===== config.mk =====
export PLATFORM = sky130hd
export DESIGN_NAME = regfile_cmd_port
export DESIGN_NICKNAME = d
export VERILOG_FILES = /design/src/rtl/regfile_cmd_port.sv
export SDC_FILE = /design/constraint.sdc
export NUM_CORES = 1
export LEC_CHECK = 0
export CORE_MARGIN = 2
export CORE_UTILIZATION = 40
export CTS_BUF_LIST = sky130_fd_sc_hd__clkbuf_16
export DETAILED_ROUTE_END_ITERATION = 16
export HOLD_SLACK_MARGIN = 0.05
export PLACE_DENSITY = 0.7
export SLEW_MARGIN = 15
export SYNTH_ARGS = -nofsm -noshare
export SYNTH_HDL_FRONTEND = slang
export SYNTH_SLANG_ARGS = --single-unit

===== constraint.sdc =====
create_clock -name clk -period 2.2 [get_ports clk]
set_input_delay 0.22 -clock clk [delete_from_list [all_inputs] [get_ports clk]]
set_output_delay 0.22 -clock clk [all_outputs]
set_load 0.02 [all_outputs]

===== src/rtl/regfile_cmd_port.sv =====
// Byte-stream command front end for the register file: decodes write/read
// commands, issues single-cycle writes and streams read data back MSB first.
module regfile_cmd_port #(
    parameter int ADDR_W = 8,
    parameter int DATA_W = 16
) (
    input  logic              clk,
    input  logic              reset,
    input  logic [7:0]        in_data,
    input  logic              in_valid,
    output logic              in_ready,
    output logic [7:0]        out_data,
    output logic              out_valid,
    input  logic              out_ready,
    output logic [ADDR_W-1:0] rf_waddr,
    output logic [DATA_W-1:0] rf_wdata,
    output logic              rf_we,
    output logic [ADDR_W-1:0] rf_raddr,
    input  logic [DATA_W-1:0] rf_rdata,
    output logic              err_opcode
);

    localparam int AB   = (ADDR_W + 7) / 8;
    localparam int DB   = DATA_W / 8;
    localparam int AW8  = AB * 8;
    localparam int MAXB = (AB > DB) ? AB : DB;
    localparam int CW   = $clog2(MAXB + 1);

    localparam logic [7:0]    OP_WRITE  = 8'h01;
    localparam logic [7:0]    OP_READ   = 8'h02;
    localparam logic [CW-1:0] ADDR_LAST = CW'(AB - 1);
    localparam logic [CW-1:0] DATA_LAST = CW'(DB - 1);

    typedef enum logic [2:0] {
        S_IDLE,
        S_ADDR,
        S_DATA,
        S_COMMIT,
        S_RLATCH,
        S_RSEND
    } state_t;

    state_t state;
    state_t state_next;

    logic [CW-1:0]     byte_cnt;
    logic              is_write;
    logic [AW8-1:0]    addr_sr;
    logic [AW8-1:0]    addr_shifted;
    logic [DATA_W-1:0] rd_sr;

    logic in_fire;
    logic out_fire;
    logic addr_done;
    logic data_done;
    logic send_done;
    logic opcode_ok;

    logic in_ready_next;
    logic out_valid_next;
    logic rf_we_next;

    assign in_fire   = in_valid && in_ready;
    assign out_fire  = out_valid && out_ready;
    assign opcode_ok = (in_data == OP_WRITE) || (in_data == OP_READ);
    assign addr_done = (state == S_ADDR)  && in_fire  && (byte_cnt == ADDR_LAST);
    assign data_done = (state == S_DATA)  && in_fire  && (byte_cnt == DATA_LAST);
    assign send_done = (state == S_RSEND) && out_fire && (byte_cnt == DATA_LAST);

    // Address bytes arrive MSB first; bits above ADDR_W are dropped on use.
    assign addr_shifted = AW8'({addr_sr, in_data});

    assign out_data = rd_sr[DATA_W-1 -: 8];

    // NOTE: sequential state uses non-blocking assignments so every flop
    // samples pre-edge values regardless of process evaluation order.
    always_ff @(posedge clk) begin
        if (reset) begin
            state <= S_IDLE;
        end else begin
            state <= state_next;
        end
    end

    // NOTE: defaulting state_next before the case keeps this purely
    // combinational; a missed branch would otherwise infer a latch.
    always_comb begin
        state_next = state;
        unique case (state)
            S_IDLE: begin
                if (in_fire && opcode_ok) begin
                    state_next = S_ADDR;
                end
            end
            S_ADDR: begin
                if (addr_done) begin
                    state_next = is_write ? S_DATA : S_RLATCH;
                end
            end
            S_DATA: begin
                if (data_done) begin
                    state_next = S_COMMIT;
                end
            end
            S_COMMIT: state_next = S_IDLE;
            S_RLATCH: state_next = S_RSEND;
            S_RSEND: begin
                if (send_done) begin
                    state_next = S_IDLE;
                end
            end
            default: state_next = S_IDLE;
        endcase
    end

    // Handshake outputs are decoded from the next state and registered, so
    // they are clean flop outputs and are low throughout reset.
    always_comb begin
        in_ready_next  = (state_next == S_IDLE) || (state_next == S_ADDR) ||
                         (state_next == S_DATA);
        out_valid_next = (state_next == S_RSEND);
        rf_we_next     = (state_next == S_COMMIT);
    end

    always_ff @(posedge clk) begin
        if (reset) begin
            in_ready   <= 1'b0;
            out_valid  <= 1'b0;
            rf_we      <= 1'b0;
            err_opcode <= 1'b0;
            rf_waddr   <= '0;
            rf_wdata   <= '0;
            rf_raddr   <= '0;
            addr_sr    <= '0;
            rd_sr      <= '0;
            byte_cnt   <= '0;
            is_write   <= 1'b0;
        end else begin
            in_ready  <= in_ready_next;
            out_valid <= out_valid_next;
            rf_we     <= rf_we_next;

            case (state)
                S_IDLE: begin
                    byte_cnt <= '0;
                    if (in_fire) begin
                        is_write <= (in_data == OP_WRITE);
                        if (!opcode_ok) begin
                            err_opcode <= 1'b1;
                        end
                    end
                end
                S_ADDR: begin
                    if (in_fire) begin
                        addr_sr <= addr_shifted;
                        if (addr_done) begin
                            byte_cnt <= '0;
                            if (is_write) begin
                                rf_waddr <= addr_shifted[ADDR_W-1:0];
                            end else begin
                                rf_raddr <= addr_shifted[ADDR_W-1:0];
                            end
                        end else begin
                            byte_cnt <= byte_cnt + 1'b1;
                        end
                    end
                end
                S_DATA: begin
                    if (in_fire) begin
                        rf_wdata <= DATA_W'({rf_wdata, in_data});
                        if (data_done) begin
                            byte_cnt <= '0;
                        end else begin
                            byte_cnt <= byte_cnt + 1'b1;
                        end
                    end
                end
                // rf_rdata is combinational from rf_raddr, already stable here.
                S_RLATCH: begin
                    rd_sr <= rf_rdata;
                end
                S_RSEND: begin
                    if (out_fire) begin
                        rd_sr <= rd_sr << 8;
                        if (send_done) begin
                            byte_cnt <= '0;
                        end else begin
                            byte_cnt <= byte_cnt + 1'b1;
                        end
                    end
                end
                default: begin
                end
            endcase
        end
    end

endmodule


-- Yosys cells after proc, flatten, opt, wreduce, memory -nomap -nowiden
Cells that the tools add are included.
- register bits: 58
- logic and storage cells: 67
- output and inout bits: 44
- add/subtract/negate cells: 1
- reductions and logical operators: 24
- muxes and demuxes: 15
- eq/ne operators: 14
- bitwise operators: 2
- operator list (cell ; number):
    16-bit one-hot mux with 2 select lines ; 1
    16-bit 2-to-1 mux ; 1
    3-bit 2-to-1 mux ; 5
    3-bit one-hot mux with 5 select lines ; 1
    2-bit 2-to-1 mux ; 6
    4-bit AND reduction ; 3
    3-bit by 2-bit equality test with 1-bit output (second input constant) ; 3
    3-bit equality test (second input constant) ; 3
    1-bit logical AND ; 9
    8-bit by 1-bit equality test with 1-bit output (second input constant) ; 1
    8-bit by 2-bit equality test with 1-bit output (second input constant) ; 1
    2-bit one-hot mux with 4 select lines ; 1
    3-bit by 1-bit equality test with 1-bit output (second input constant) ; 2
    3-bit logical NOT ; 2
    2-bit inequality test (second input constant) ; 3
    2-bit AND reduction ; 3
    4-bit nonzero test ; 1
    1-bit logical OR ; 3
    3-bit AND reduction ; 1
    2-bit by 1-bit adder with 2-bit output (second input constant) ; 1
    2-bit by 1-bit equality test with 1-bit output (second input constant) ; 1
    2-bit logical NOT ; 1
    1-bit NOT ; 2
    2-bit nonzero test ; 1

-- Logic depth before layout (Yosys ltp)
Gate-level depths: netlist of the first run.
- word-level depth: 8
- gate-level depth with buffers: 8
- gate-level depth less buffers: 6

-- Worst setup path after synthesis of the first run
OpenSTA, ideal clock, no wires.
- path type: register to register
- start: register state[1]
- end: register rf_wdata[6]
- stages on the path, launching flop included: 9
- required time: 2.068 ns
- slack: 0.589 ns
- buffers on the path: 4
- data arrival time: 1.479 ns
- cell sequence: dfxtp_1 > buf_4 > or3b_1 > buf_2 > or2_1 > buf_6 > buf_6 > nand2_2 > a21oi_1
- longest elaborated chain between the ends: 2
- RTL lines (item ; RTL line ; text):
    start: declaration ; 43 ; state_t state;
    start signal: assignment ; 81 ; state <= state_next;
    3-bit by 2-bit equality test with 1-bit output ; 143 ; case (state)
    2-bit AND reduction (no source line) ; -- ;
    end signal: assignment ; 170 ; rf_wdata <= DATA_W'({rf_wdata, in_data});
    end: declaration ; 16 ; output logic [DATA_W-1:0] rf_wdata,
No other way between the ends.
A chain may end at the register's enable or synchronous reset.

-- Final worst setup path of the first run
- start: register state[1]
- end: register rf_wdata[0]
The elaborated chain is that of the path after synthesis.

==> run metrics, run 1 <==
net load switching power=roughly 0.00049 W; core footprint=5890 sq um; nets@finish=364; Multi-input gate area=1070 sq um; hold path start=rf_wdata[13]$_SDFFE_PP0P_; DRT Pass-1 Iters=5; Power Dens Cells=approximately 700 nW/um^2; distinct cell type count after synthesis=45; Yosys reg bits=58; CTS tree=yes; Worst-Skew Late Latency=320 ps; global route overflow=0; H-tree levels=3; number of setup violations in the final report=0; via/cell ratio=4.98; CTS Buf Count=9; Final Util=0.569; initial antenna violation count=0; detailed placement HPWL=roughly 3800 microns; vias in the first global route=about 1900; top-area cell type share of the netlist area=0.482; Post-Syn Nets=301; Switching Fraction=0.211; Worst Hold Class=register to register; Setup TNS=0 ps; Starting DRT DRC Count=about 120; reg2reg start=state[1]$_SDFF_PP0_; main area contributors after synthesis=dfxtp_1, mux2i_1, nor2_1, nand2_1, a21oi_1; CP arrival=1880 ps; Post-Syn Area=2410 sq um; setup slack, reg-to-reg=490 ps; DRC=0; Hold Crit Depth=2; pin count of the biggest net entering global routing=between 40 and 50; Hold WS=between 400 and 500 ps; row cnt=28; Final ANT Viol Nets=0; P_int=roughly 0.0018 W; first-pass GRT wire length=8940 microns; clock skew=about 5.4 ps; post-synth top area cell=dfxtp_1; Final Hold Viols=0; Synthesis Warnings=0; Starting Density=0.409; relative slew slack=0.477; vias=2052; die extent in y=81.6 microns; Die X=81.6 microns; clk sinks=58; GRT Overall Usage=0.176; GPL Wtd Cong=0.772; worst r2r dst=rf_wdata[0]$_SDFFE_PP0P_; mean post-synth cell area=8.89 sq um; Critical Setup Path Class=register to register; sequential share of power=0.453; VDD IR-drop max=0.484 mV; min Tclk post-route=1710 ps; fin. max-slew vios=0; maximum buffer depth of the clock tree=2; CTS clk-pin slew, worst paths=roughly 50 ps; share of layout cells above drive strength 1=0.0950; Seq/Total Area, Yosys=0.482; Post-Syn Instances=271; RSZ-0062 raised after global routing=no; CTS Root Cell=clkbuf_16; Max-cap violations=0; die area=6660 sq um; Gates resized, CTS repair=0; fin crit share=0.778; worst-path maximum fanout=16; IO Pins=72; port bufs=a little over 70; Clk pwr share=0.503; fmax=0.584 GHz; DR WL/cell=13.1 microns; Critical Path RT=2370 ps; Hold Path End=rf_wdata[13]$_SDFFE_PP0P_; detailed-route wire length=around 5400 microns; post-CTS setup buffers=0; Reg2Reg Depth=5; fill count=564; CTS Hold Buffers Added=0; Critical Path Sink Type=register; Area Growth Syn to Fin=39.0%; Worst Tran Pin Value=~800 ps; CP Launch Type=register; status=finished clean; Antenna Cells=0; combinational share of power=0.043; Static Leak=1.19 nW; FF/Latch Area=1160 sq um
cell usage after synthesis:
| cell | count |
|---|---|
| dfxtp_1 | 58 |
| nor2_1 | 37 |
| nand2_1 | 34 |
| a21oi_1 | 19 |
| mux2i_1 | 16 |
| nand3_1 | 11 |
| buf_4 | 10 |
| nand2_2 | 10 |
| a22oi_1 | 9 |
| a311oi_1 | 8 |
| clkbuf_1 | 7 |
| buf_2 | 6 |
| inv_1 | 6 |
| nand2b_1 | 3 |
| buf_6 | 2 |
| ha_1 | 2 |
| nor2b_1 | 2 |
| nor3_1 | 2 |
| o22ai_1 | 2 |
| or3_1 | 2 |
| a21boi_0 | 1 |
| a21boi_1 | 1 |
| a21o_1 | 1 |
| a21oi_2 | 1 |
| a2bb2oi_1 | 1 |
| a31oi_1 | 1 |
| a32oi_1 | 1 |
| a41oi_1 | 1 |
| and3_1 | 1 |
| and4b_1 | 1 |
| maj3_1 | 1 |
| nand3_2 | 1 |
| nand4_1 | 1 |
| nand4b_1 | 1 |
| nor2_4 | 1 |
| nor3b_1 | 1 |
| nor4_1 | 1 |
| o2111ai_1 | 1 |
| o21ai_0 | 1 |
| o21ba_2 | 1 |
| o31ai_1 | 1 |
| or2_1 | 1 |
| or3b_1 | 1 |
| or4_1 | 1 |
| xor2_1 | 1 |
layout by cell type, fill, tap and decap left out, types with 3 or more instances in the layout:
| cell | count |
|---|---|
| clkbuf_16 | 9 |
| nor2_1 | 37 |
| nand2_2 | 10 |
| clkinv_1 | 3 |
| nand3_1 | 11 |
| nand2b_1 | 3 |
| a311oi_1 | 8 |
| inv_1 | 6 |
| buf_4 | 6 |
| clkdlybuf4s50_1 | 70 |
| mux2i_1 | 16 |
| nand2_1 | 34 |
| a22oi_1 | 9 |
| a21oi_1 | 19 |
| dfxtp_1 | 58 |
per-layer routing:
metal / GRT usage / wire length (microns) / part of all wire / up-vias
met4: 0.0850 / 110 / 0.020 / 0
met2: 0.270 / 2480 / 0.46 / 46
met5: 0 / 0 / 0 / -
met1: 0.227 / 2550 / 0.47 / 940
met3: 0.0516 / 232 / 0.043 / 13
li1: - / - / - / 1053
critical path: stages (launching register included):
cell,delay [ps]
dfxtp_1,470
or3b_1,500
or2_1,250
buf_4,210
nand2_1,80
a21oi_1,60
sequential cells by signal (all words and copies together) (netlist names):
register / count
rd_sr: 16
rf_wdata: 16
rf_raddr: 8
rf_waddr: 8
state: 3
byte_cnt: 2
err_opcode: 1
in_ready: 1
is_write: 1
out_valid: 1
rf_we: 1
worst max path at each step:
stage | start | end | slack, ps | cells past startpoint
floorplan | state[1]$_SDFF_PP0_ | rf_wdata[6]$_SDFFE_PP0P_ | 590 | 8
global placement | in_data[2] | err_opcode$_SDFFE_PP0P_ | 280 | 5
detailed placement | in_data[2] | err_opcode$_SDFFE_PP0P_ | 250 | 5
CTS | state[1]$_SDFF_PP0_ | rf_wdata[2]$_SDFFE_PP0P_ | 490 | 5
global route | state[1]$_SDFF_PP0_ | in_ready$_SDFF_PP0_ | 360 | 4
finish | state[1]$_SDFF_PP0_ | rf_wdata[0]$_SDFFE_PP0P_ | 490 | 5
through the flow:
step	cell area (sq um)	instances	total power (W)	setup WS [ps]
5_1_grt	3350	412	0.00241	365
4_1_cts	3350	412	0.00235	488
2_1_floorplan	2410	271	0.00111	589
6_report	3350	412	0.00233	488
3_3_place_gp	3100	398	0.00118	279
3_5_place_dp	3100	398	0.00118	245
cells by family (layout without fill, tap and decap cells):
family,count (synthesis),in the layout,share of synthesized area
adder cells (fa/ha/maj),3,3,0.0145
AO/OA/AOI/OAI,50,50,0.141
XOR/XNOR,1,1,0.00364
flip-flops,58,58,0.482
AND/OR/NAND/NOR,112,112,0.219
multiplexers,16,16,0.0665
buffers and inverters,31,97,0.0732
power by group through the flow:
stage | registers (W) | clock network (W) | logic [W]
final | 0.00106 | 0.00117 | 0.000101
after detailed placement | 0.00108 | 0 | 0.000101
after global routing | 0.00106 | 0.00124 | 0.000109
after floorplan | 0.00108 | 0 | 0.0000295
after CTS | 0.00106 | 0.00119 | 0.000102
after global placement | 0.00108 | 0 | 0.000101
area by class of cell:
| type | instances | share of cell area |
|---|---|---|
| Sequential cell | 58 | 0.347 |
| Inverter | 6 | 0.00673 |
| Clock inverter | 5 | 0.00710 |
| Clock buffer | 9 | 0.0673 |
| Tap cell | 75 | 0.0280 |
| Multi-Input combinational cell | 182 | 0.320 |
| Timing Repair Buffer | 77 | 0.224 |
Note: power is estimated with default switching activity, not from simulation.
==> inputs of run 2 (changes only) <==
--- a/config.mk
+++ b/config.mk
@@ -10,7 +10,7 @@
 export CTS_BUF_LIST = sky130_fd_sc_hd__clkbuf_16
 export DETAILED_ROUTE_END_ITERATION = 16
 export HOLD_SLACK_MARGIN = 0.05
-export PLACE_DENSITY = 0.7
+export PLACE_DENSITY = 0.72
 export SLEW_MARGIN = 15
 export SYNTH_ARGS = -nofsm -noshare
 export SYNTH_HDL_FRONTEND = slang
==> constraint.sdc (replaced) <==
create_clock -name clk -period 1.47 [get_ports clk]
set_input_delay 0.147 -clock clk [delete_from_list [all_inputs] [get_ports clk]]
set_output_delay 0.147 -clock clk [all_outputs]
set_load 0.02 [all_outputs]
==> run metrics, run 2 (synthesis gave the netlist of run 1 again) <==
VDD IR-drop max=0.734 mV (+52%); Critical Setup Path Class=register to register; DR WL/cell=15.4 microns (+18%); commonest non-fill, non-tap cell in the layout=clkdlybuf4s50_1; Worst-Skew Late Latency=320 ps (about the same); Worst Hold Class=primary input to register; Final ANT Viol Nets=0 (unchanged); initial antenna violation count=0 (unchanged); Power Dens Cells=978 nW/um^2 (+40%); Max-cap violations=0 (unchanged); reg2reg start=state[2]$_SDFF_PP0_; vias in the first global route=2051 (+6.6%); row cnt=28 (unchanged); die area=6660 sq um (unchanged); fmax=0.644 GHz (+10%); min Tclk post-route=1550 ps (-159 ps); Starting DRT DRC Count=86 (-31%); GPL Wtd Cong=0.828 (+7.3%); fin. max-slew vios=0 (unchanged); Cell Chain, Critical Path=or3b_4, buf_6, nor2_4, clkbuf_16, nand2_1, a21oi_1; largest registers=rd_sr (16), rf_wdata (16); nets@finish=398 (+9.3%); Starting Density=0.409 (unchanged); Finished Layout Cells=448 (+8.7%); IO Pins=72 (unchanged); DRT Pass-1 Iters=4 (-1); global routing usage on met3=0.0527 (+0.00110); status=finished with violations; pin count of the biggest net entering global routing=24 (-45%); core footprint=5890 sq um (unchanged); commonest non-fill, non-tap cells in the layout=clkdlybuf4s50_1, dfxtp_1, nor2_1; Multi-input gate area=1290 sq um (+20%); number of setup violations in the final report=35 (+35); maximum buffer depth of the clock tree=2 (unchanged); CP arrival=1800 ps (-80 ps); total power=0.00394 W (+69%); CTS clk-pin slew, worst paths=50 ps (about the same); Critical Path Start=state[2]$_SDFF_PP0_; violated checks=negative setup slack; routing usage on met1=0.243 (+0.0157); DRC=0 (unchanged); Area Growth Syn to Fin=67.2%; CTS Root Cell=clkbuf_16; CTS Hold Buffers Added=0 (unchanged); Worst Tran Pin Value=443 ps (-341 ps); GRT Overall Usage=0.190 (+0.0142); CP max stage delay=430 ps (-70 ps); fin crit share=1.06 (+0.278); Critical Path RT=1720 ps (-650 ps); critical path's slowest cell=or3b_4; Die X=81.6 microns (unchanged); clk sinks=58 (unchanged); gr busiest metal=met2; Antenna Cells=0 (unchanged); detailed-route wire length=6890 microns (+28%); via/cell ratio=5.09 (+2.3%); Cell Count Post-Placement=424 (+6.5%); M2 GR Usage=0.300 (+0.0295); CTS tree=yes; share of layout cells above drive strength 1=0.311 (+0.216); CP Launch Type=register; fill count=438 (-22%); global route overflow=0 (unchanged); die extent in y=81.6 microns (unchanged); first-pass GRT wire length=9560 microns (+6.9%); Critical Path Sink Type=register; H-tree levels=3 (unchanged); clock skew=6.38 ps (+0.999 ps); Static Leak=1.68 nW (+40%); RSZ-0062 raised after global routing=yes; vias=2282 (+11%); FF/Latch Area=1170 sq um (+0.65%); port bufs=71 (unchanged); relative slew slack=0.705 (+0.227); Final Hold Viols=0 (unchanged); Setup WS post-layout=-82.9 ps (-571 ps); hold path start=in_data[4]; worst-path maximum fanout=8 (-8); detailed placement HPWL=4320 microns (+14%); CTS Buf Count=9 (unchanged)
-- run 2: changes by cell type in the layout (fill, tap and decap cells not counted), sizes merged --
| cell | delta |
|---|---|
| buf | +32 |
| dlygate4sd2 | +2 |
| clkinv | -1 |
| clkdlybuf4s50 | -12 |
| inv | +1 |
| bufinv | +2 |
| dlymetal6s2s | +10 |
| clkbuf | +2 |
-- run 2: metrics by stage --
step | TNS [ps] | hold slack [ps] | area [sq um] | util | worst slack (ps)
2_1_floorplan | -1320 | 232 | 2430 | - | -132
3_3_place_gp | -3450 | 445 | 3360 | 0.571 | -267
3_5_place_dp | -4620 | 455 | 3360 | 0.571 | -311
4_1_cts | -941 | 247 | 3690 | 0.628 | -67.0
5_1_grt | -3520 | 173 | 4030 | 0.684 | -146
6_report | -1120 | 167 | 4030 | 0.684 | -82.9
-- run 2: repair_timing --
| item | CTS | global route |
|---|---|---|
| endpoints found under the setup margin | 47 | 61 |
| gates cloned | 0 | 2 |
| pin swaps | 3 | 21 |
| gates resized for setup | 9 | 64 |
| setup buffers | 0 | 6 |
-- run 2: power by group --
| part | switching (W) | leakage (nW) | internal (W) |
|---|---|---|---|
| combinational | 0.0000942 | 1.05 | 0.000108 |
| clock | 0.000694 | 0.154 | 0.00146 |
| sequential | 0.00000296 | 0.470 | 0.00158 |
-- run 2: critical path: cells and delay by family, from the launching register on --
family	cells	cell delay, ps
AO/OA/AOI/OAI	1	130
flip-flops	1	350
AND/OR/NAND/NOR	3	660
buffers and inverters	2	340
-- run 2: metal layers --
metal | vias to the layer above | wire length (microns) | share of wire
met2 | 44 | 3530 | 0.51
met1 | 1097 | 3020 | 0.44
met4 | 0 | 133 | 0.019
met3 | 14 | 201 | 0.029
met5 | - | 0 | 0
li1 | 1127 | - | -
-- run 2: final cells by class --
| cell class | count | share of cell area |
|---|---|---|
| multi-input combinational | 182 | 0.319 |
| sequential | 58 | 0.290 |
| timing repair buffer | 111 | 0.284 |
| clock buffer | 9 | 0.0559 |
| tap | 75 | 0.0233 |
| clock inverter | 7 | 0.0211 |
| inverter | 6 | 0.00559 |
-- run 2: final timing paths --
path	slack (ps)	end	depth (start not counted)
min	170	rf_wdata[4]$_SDFFE_PP0P_	3
max	-80	rf_wdata[11]$_SDFFE_PP0P_	6
max reg2reg	-80	rf_wdata[11]$_SDFFE_PP0P_	6
min reg2reg	450	rf_wdata[15]$_SDFFE_PP0P_	2
==> edit 1, RTL diff (settings of run 1) <==
Re-encode `state_t` (6 states) as one-hot, 6 bits wide.
--- a/src/rtl/regfile_cmd_port.sv
+++ b/src/rtl/regfile_cmd_port.sv
@@ -31,13 +31,13 @@
     localparam logic [CW-1:0] ADDR_LAST = CW'(AB - 1);
     localparam logic [CW-1:0] DATA_LAST = CW'(DB - 1);
 
-    typedef enum logic [2:0] {
-        S_IDLE,
-        S_ADDR,
-        S_DATA,
-        S_COMMIT,
-        S_RLATCH,
-        S_RSEND
+    typedef enum logic [5:0] {
+        S_IDLE   = 6'b000001,
+        S_ADDR   = 6'b000010,
+        S_DATA   = 6'b000100,
+        S_COMMIT = 6'b001000,
+        S_RLATCH = 6'b010000,
+        S_RSEND  = 6'b100000
     } state_t;
 
     state_t state;
Behaviour: same outputs for any inputs over 10 cycles, from zero or initial values and one cycle with reset high; not proved beyond that.
==> edit 1 against run 1 <==
  * Power up 3.2%
  * Worst setup slack worse by 0.28 ns
  * Worst hold slack worse by 0.18 ns
  * Cell count up 5.8%
  * Via count up 7.7%
  * Routed wire length up 13%
  * Synthesized cell count up 4.8%
  * Area after synthesis up 5.2%
  * Sequential cell count up 3
  * Cell area up 5.8%
  * Critical path type unchanged
  * Largest cell class unchanged
==> edit 1: results <==
set metrics [dict create \
    worst_slew_pin_slew_ns 0.600 \
    drt_iter0_markers 122 \
    place_ws_ns -0.0720 \
    dp_hpwl_mm 4.32 \
    ys.flop_type "dfxtp_1" \
    peakVddDrop_mv 0.434 \
    crit_start "state[5]" \
    cp_data_arrival_time_ns 2.19 \
    holdCritPathClass "input pin to register" \
    grt_pass1_vias 2084 \
    synth-compound-area-share 0.127 \
    drive_gt1_frac 0.0808 \
    outcome "finished, final reports clean" \
    synth_nets 314 \
    dr.pass1.iters 4 \
    crit_fanout 8 \
    synth_xor_xnor_area_share 0.0104 \
    synth_top_area_share 0.482 \
    yosysSeqAreaShare 0.482 \
    cp-endpoint "rf_waddr[0]" \
    hp-start "reset" \
    yosys-mux-area-fraction 0.0948 \
    post_drt_wl_per_cell_um 13.9 \
    timing.rr.start "state[5]" \
    grt_max_degree 27 \
    min_period_ns 1.99 \
    clock_skew_ns 0.00410 \
    timing.hold.ws_ns 0.278 \
    p_leak_nw 1.35 \
    nets 384 \
    synth.area.top_cells "dfxtp_1 (48%), mux2i_1 (9.5%), nor2_1 (6.4%)" \
    synthTopCellsByCount "dfxtp_1 (61), nor2_1 (43), nand2_1 (38), mux2i_1 (24), a21oi_1 (19)" \
    crit_slowest_cell "or3_1" \
    yosys.cell_types.count 43 \
    r2r_slack_ns 0.21 \
    grt_pass1_wl_mm 10.2 \
    synthAdderAreaFrac 0.00987 \
    track_usage 0.180 \
    dpl_cell_area_mm2 0.00329 \
    max_stage_delay_ns 0.61 \
]
==> edit 1: cell types whose count changed in the layout (fill, tap and decap cells not counted), sizes merged, moves of 3 or more <==
cell           run 1  this run
nand3             12         4
nand2             44        38
mux2i             16        24
dfxtp             58        61
a311oi             8         0
a211oi             0         8
nor2              38        43
nor4b              0         3
buf                7        15
==> edit 1: final cells by class <==
type,instances,area [um2]
Fill cell,568,2700
Sequential cell,61,1220
Multi-Input combinational cell,194,1150
Timing Repair Buffer,85,811
Clock buffer,9,225
Tap cell,77,96.3
Clock inverter,7,27.5
Inverter,3,11.3
==> edit 1: per-layer routing <==
metal  GRT usage  wire [um]
met2       0.277       2880
met4      0.0792         85
met1       0.239       2850
met3      0.0455        261
met5           0          0
==> edit 1: kinds of logic after synthesis <==
family	Yosys count
DFF	61
adders and majority gates	2
muxes	24
xor gates and xnor gates	3
buffers and inverters	29
AOI/OAI and AO/OA	49
and+or+nand+nor	116
==> edit 1: worst max-delay path: cells and delay by family, from the launching register on <==
family | cells | cell delay [ns]
mux | 1 | 0.24
flops | 1 | 0.37
simple gates | 4 | 1.26
==> edit 1: how the worst min path moves through the flow <==
stage | endpoint | cells after the start
2_1_floorplan | rf_wdata[0] | 2
3_3_place_gp | rf_wdata[15] | 2
3_5_place_dp | rf_wdata[15] | 2
4_1_cts | rd_sr[1] | 2
5_1_grt | rd_sr[6] | 2
6_report | rd_sr[6] | 2
==> edit 1: stage by stage <==
stage	cells	setup TNS, ns
after detailed placement	420	-0.0720
after floorplan	284	0
final	436	0
after global placement	420	-0.0187
after CTS	436	0
after global routing	436	0
==> edit 1: report_power, final <==
| group | leakage [nW] | internal, W | switching [W] |
|---|---|---|---|
| Combinational | 0.720 | 0.0000661 | 0.0000518 |
| Sequential | 0.492 | 0.00111 | 0.00000216 |
| Clock | 0.139 | 0.000733 | 0.000445 |
| Total | 1.35 | 0.00191 | 0.000499 |
==> edit 2, RTL diff (flow settings as in run 1) <==
Made on the original files. Change the parameter `DATA_W` from 16 to 32.
--- a/src/rtl/regfile_cmd_port.sv
+++ b/src/rtl/regfile_cmd_port.sv
@@ -2,7 +2,7 @@
 // commands, issues single-cycle writes and streams read data back MSB first.
 module regfile_cmd_port #(
     parameter int ADDR_W = 8,
-    parameter int DATA_W = 16
+    parameter int DATA_W = 32
 ) (
     input  logic              clk,
     input  logic              reset,
Ports: changed (resized rf_rdata and rf_wdata); port bits go from 72 to 104. No check against the original RTL was run, so the function may have changed too.
==> edit 2 against run 1 <==
  * Worst hold slack worse by 0.082 ns
  * Critical path depth is 1 lower
  * Largest cell class unchanged
  * Cell area is 52% higher
  * Worst setup slack worse by 0.13 ns
  * Clock power is 30% higher
  * Sequential cell count is 33 higher
  * Power is 43% higher
  * Critical path type unchanged
  * Area after synthesis is 54% higher
  * Routed wire length is 62% higher
  * Die area is 51% higher
  * Utilization is 1.0 points lower
  * Non-clock buffer count is 36 higher
  * Synthesized cell count is 54% higher
==> edit 2: results <==
set metrics [dict create \
    outcome "finished, final reports clean" \
    place_ws_ns 0.170 \
    yosysSeqAreaShare 0.491 \
    port_buffers 103 \
    post_drt_wl_per_cell_um 14.1 \
    crit_slowest_cell "dfxtp_1" \
    r2r_slack_ns 0.36 \
    dp.cells 602 \
    drive_gt1_frac 0.0672 \
    vias 3114 \
    yosys.cell_types.count 43 \
    path_clk_slew_ns 0.07 \
    holdCritPathClass "input pin to register" \
    crit_family "compound AO/OA/AOI/OAI gates" \
    synth_nets 465 \
    cts_buffers 9 \
    worst_slew_pin_slew_ns 0.582 \
    r2r_end "byte_cnt[2]" \
    cp_data_arrival_time_ns 2.08 \
    htree_levels 3 \
    ys_warn_count 0 \
    syn_area_per_cell_um2 8.88 \
    peakVddDrop_mv 0.411 \
    dp_hpwl_mm 5.90 \
    grt_max_degree 49 \
    max_stage_delay_ns 0.57 \
    synthTopCellsByCount "dfxtp_1 (91), nand2_1 (77), a21oi_1 (42), nor2_1 (42), mux2i_1 (41)" \
    dpl_cell_area_mm2 0.00480 \
    clock_skew_ns 0.00654 \
    drt_iter0_markers 93 \
    routed_wl_mm 8.73 \
    biggestRegsByFlops "rd_sr: 32 flops, rf_wdata: 32 flops" \
    dr.pass1.iters 4 \
    reg2regPathDepth 4 \
    grt_pass1_vias 2927 \
    n_antenna_cell 0 \
    gp_congestion 0.798 \
    track_usage 0.173 \
    p_leak_nw 1.82 \
    synth.area.top_cells "dfxtp_1 (49%), mux2i_1 (11%), nand2_1 (7.8%)" \
    grt_pass1_wl_mm 14.0 \
    clock.fmax_mhz 543 \
    ys.flop_type "dfxtp_1" \
    nets 549 \
    crit_fanout 13 \
    end_kind "register" \
]
==> edit 2: metal layers <==
layer | wire length (um) | up-vias | GRT usage | part of all wire
met3 | 642 | 10 | 0.0564 | 0.074
met4 | 125 | 0 | 0.0622 | 0.014
met2 | 4050 | 86 | 0.278 | 0.46
met1 | 3920 | 1429 | 0.219 | 0.45
li1 | - | 1589 | - | -
met5 | 0 | - | 0 | 0
==> edit 2: power by group <==
| part | internal, W | total (W) | switching, W |
|---|---|---|---|
| sequential | 0.00165 | 0.00165 | 0.00000222 |
| combinational | 0.0000906 | 0.000155 | 0.0000640 |
| clock | 0.000878 | 0.00152 | 0.000643 |
==> edit 2: how the worst min path moves through the flow <==
stage                      start      endpoint  slack, ns  cells past startpoint
floorplan             in_data[0]   rf_wdata[0]       0.36                      2
global placement    rf_wdata[31]  rf_wdata[31]       0.45                      2
detailed placement  rf_wdata[27]  rf_wdata[27]       0.45                      2
CTS                        reset   rf_waddr[7]       0.37                      2
global route               reset   rf_waddr[7]       0.38                      2
finish                     reset   rf_waddr[3]       0.37                      2
==> edit 2: logic make-up after synthesis <==
| group | share of synthesized area |
|---|---|
| AO/OA/AOI/OAI | 0.133 |
| XOR/XNOR | 0.00236 |
| adder cells (fa/ha/maj) | 0.0128 |
| buffers and inverters | 0.0634 |
| flip-flops | 0.491 |
| multiplexers | 0.111 |
| AND/OR/NAND/NOR | 0.187 |
==> edit 2: cell type report <==
cell class / instances / area, um2
Tap cell: 111 / 139
Clock buffer: 9 / 225
Inverter: 5 / 18.8
Timing Repair Buffer: 113 / 1140
Multi-Input combinational cell: 282 / 1680
Fill cell: 859 / 4020
Clock inverter: 6 / 66.3
Sequential cell: 91 / 1820
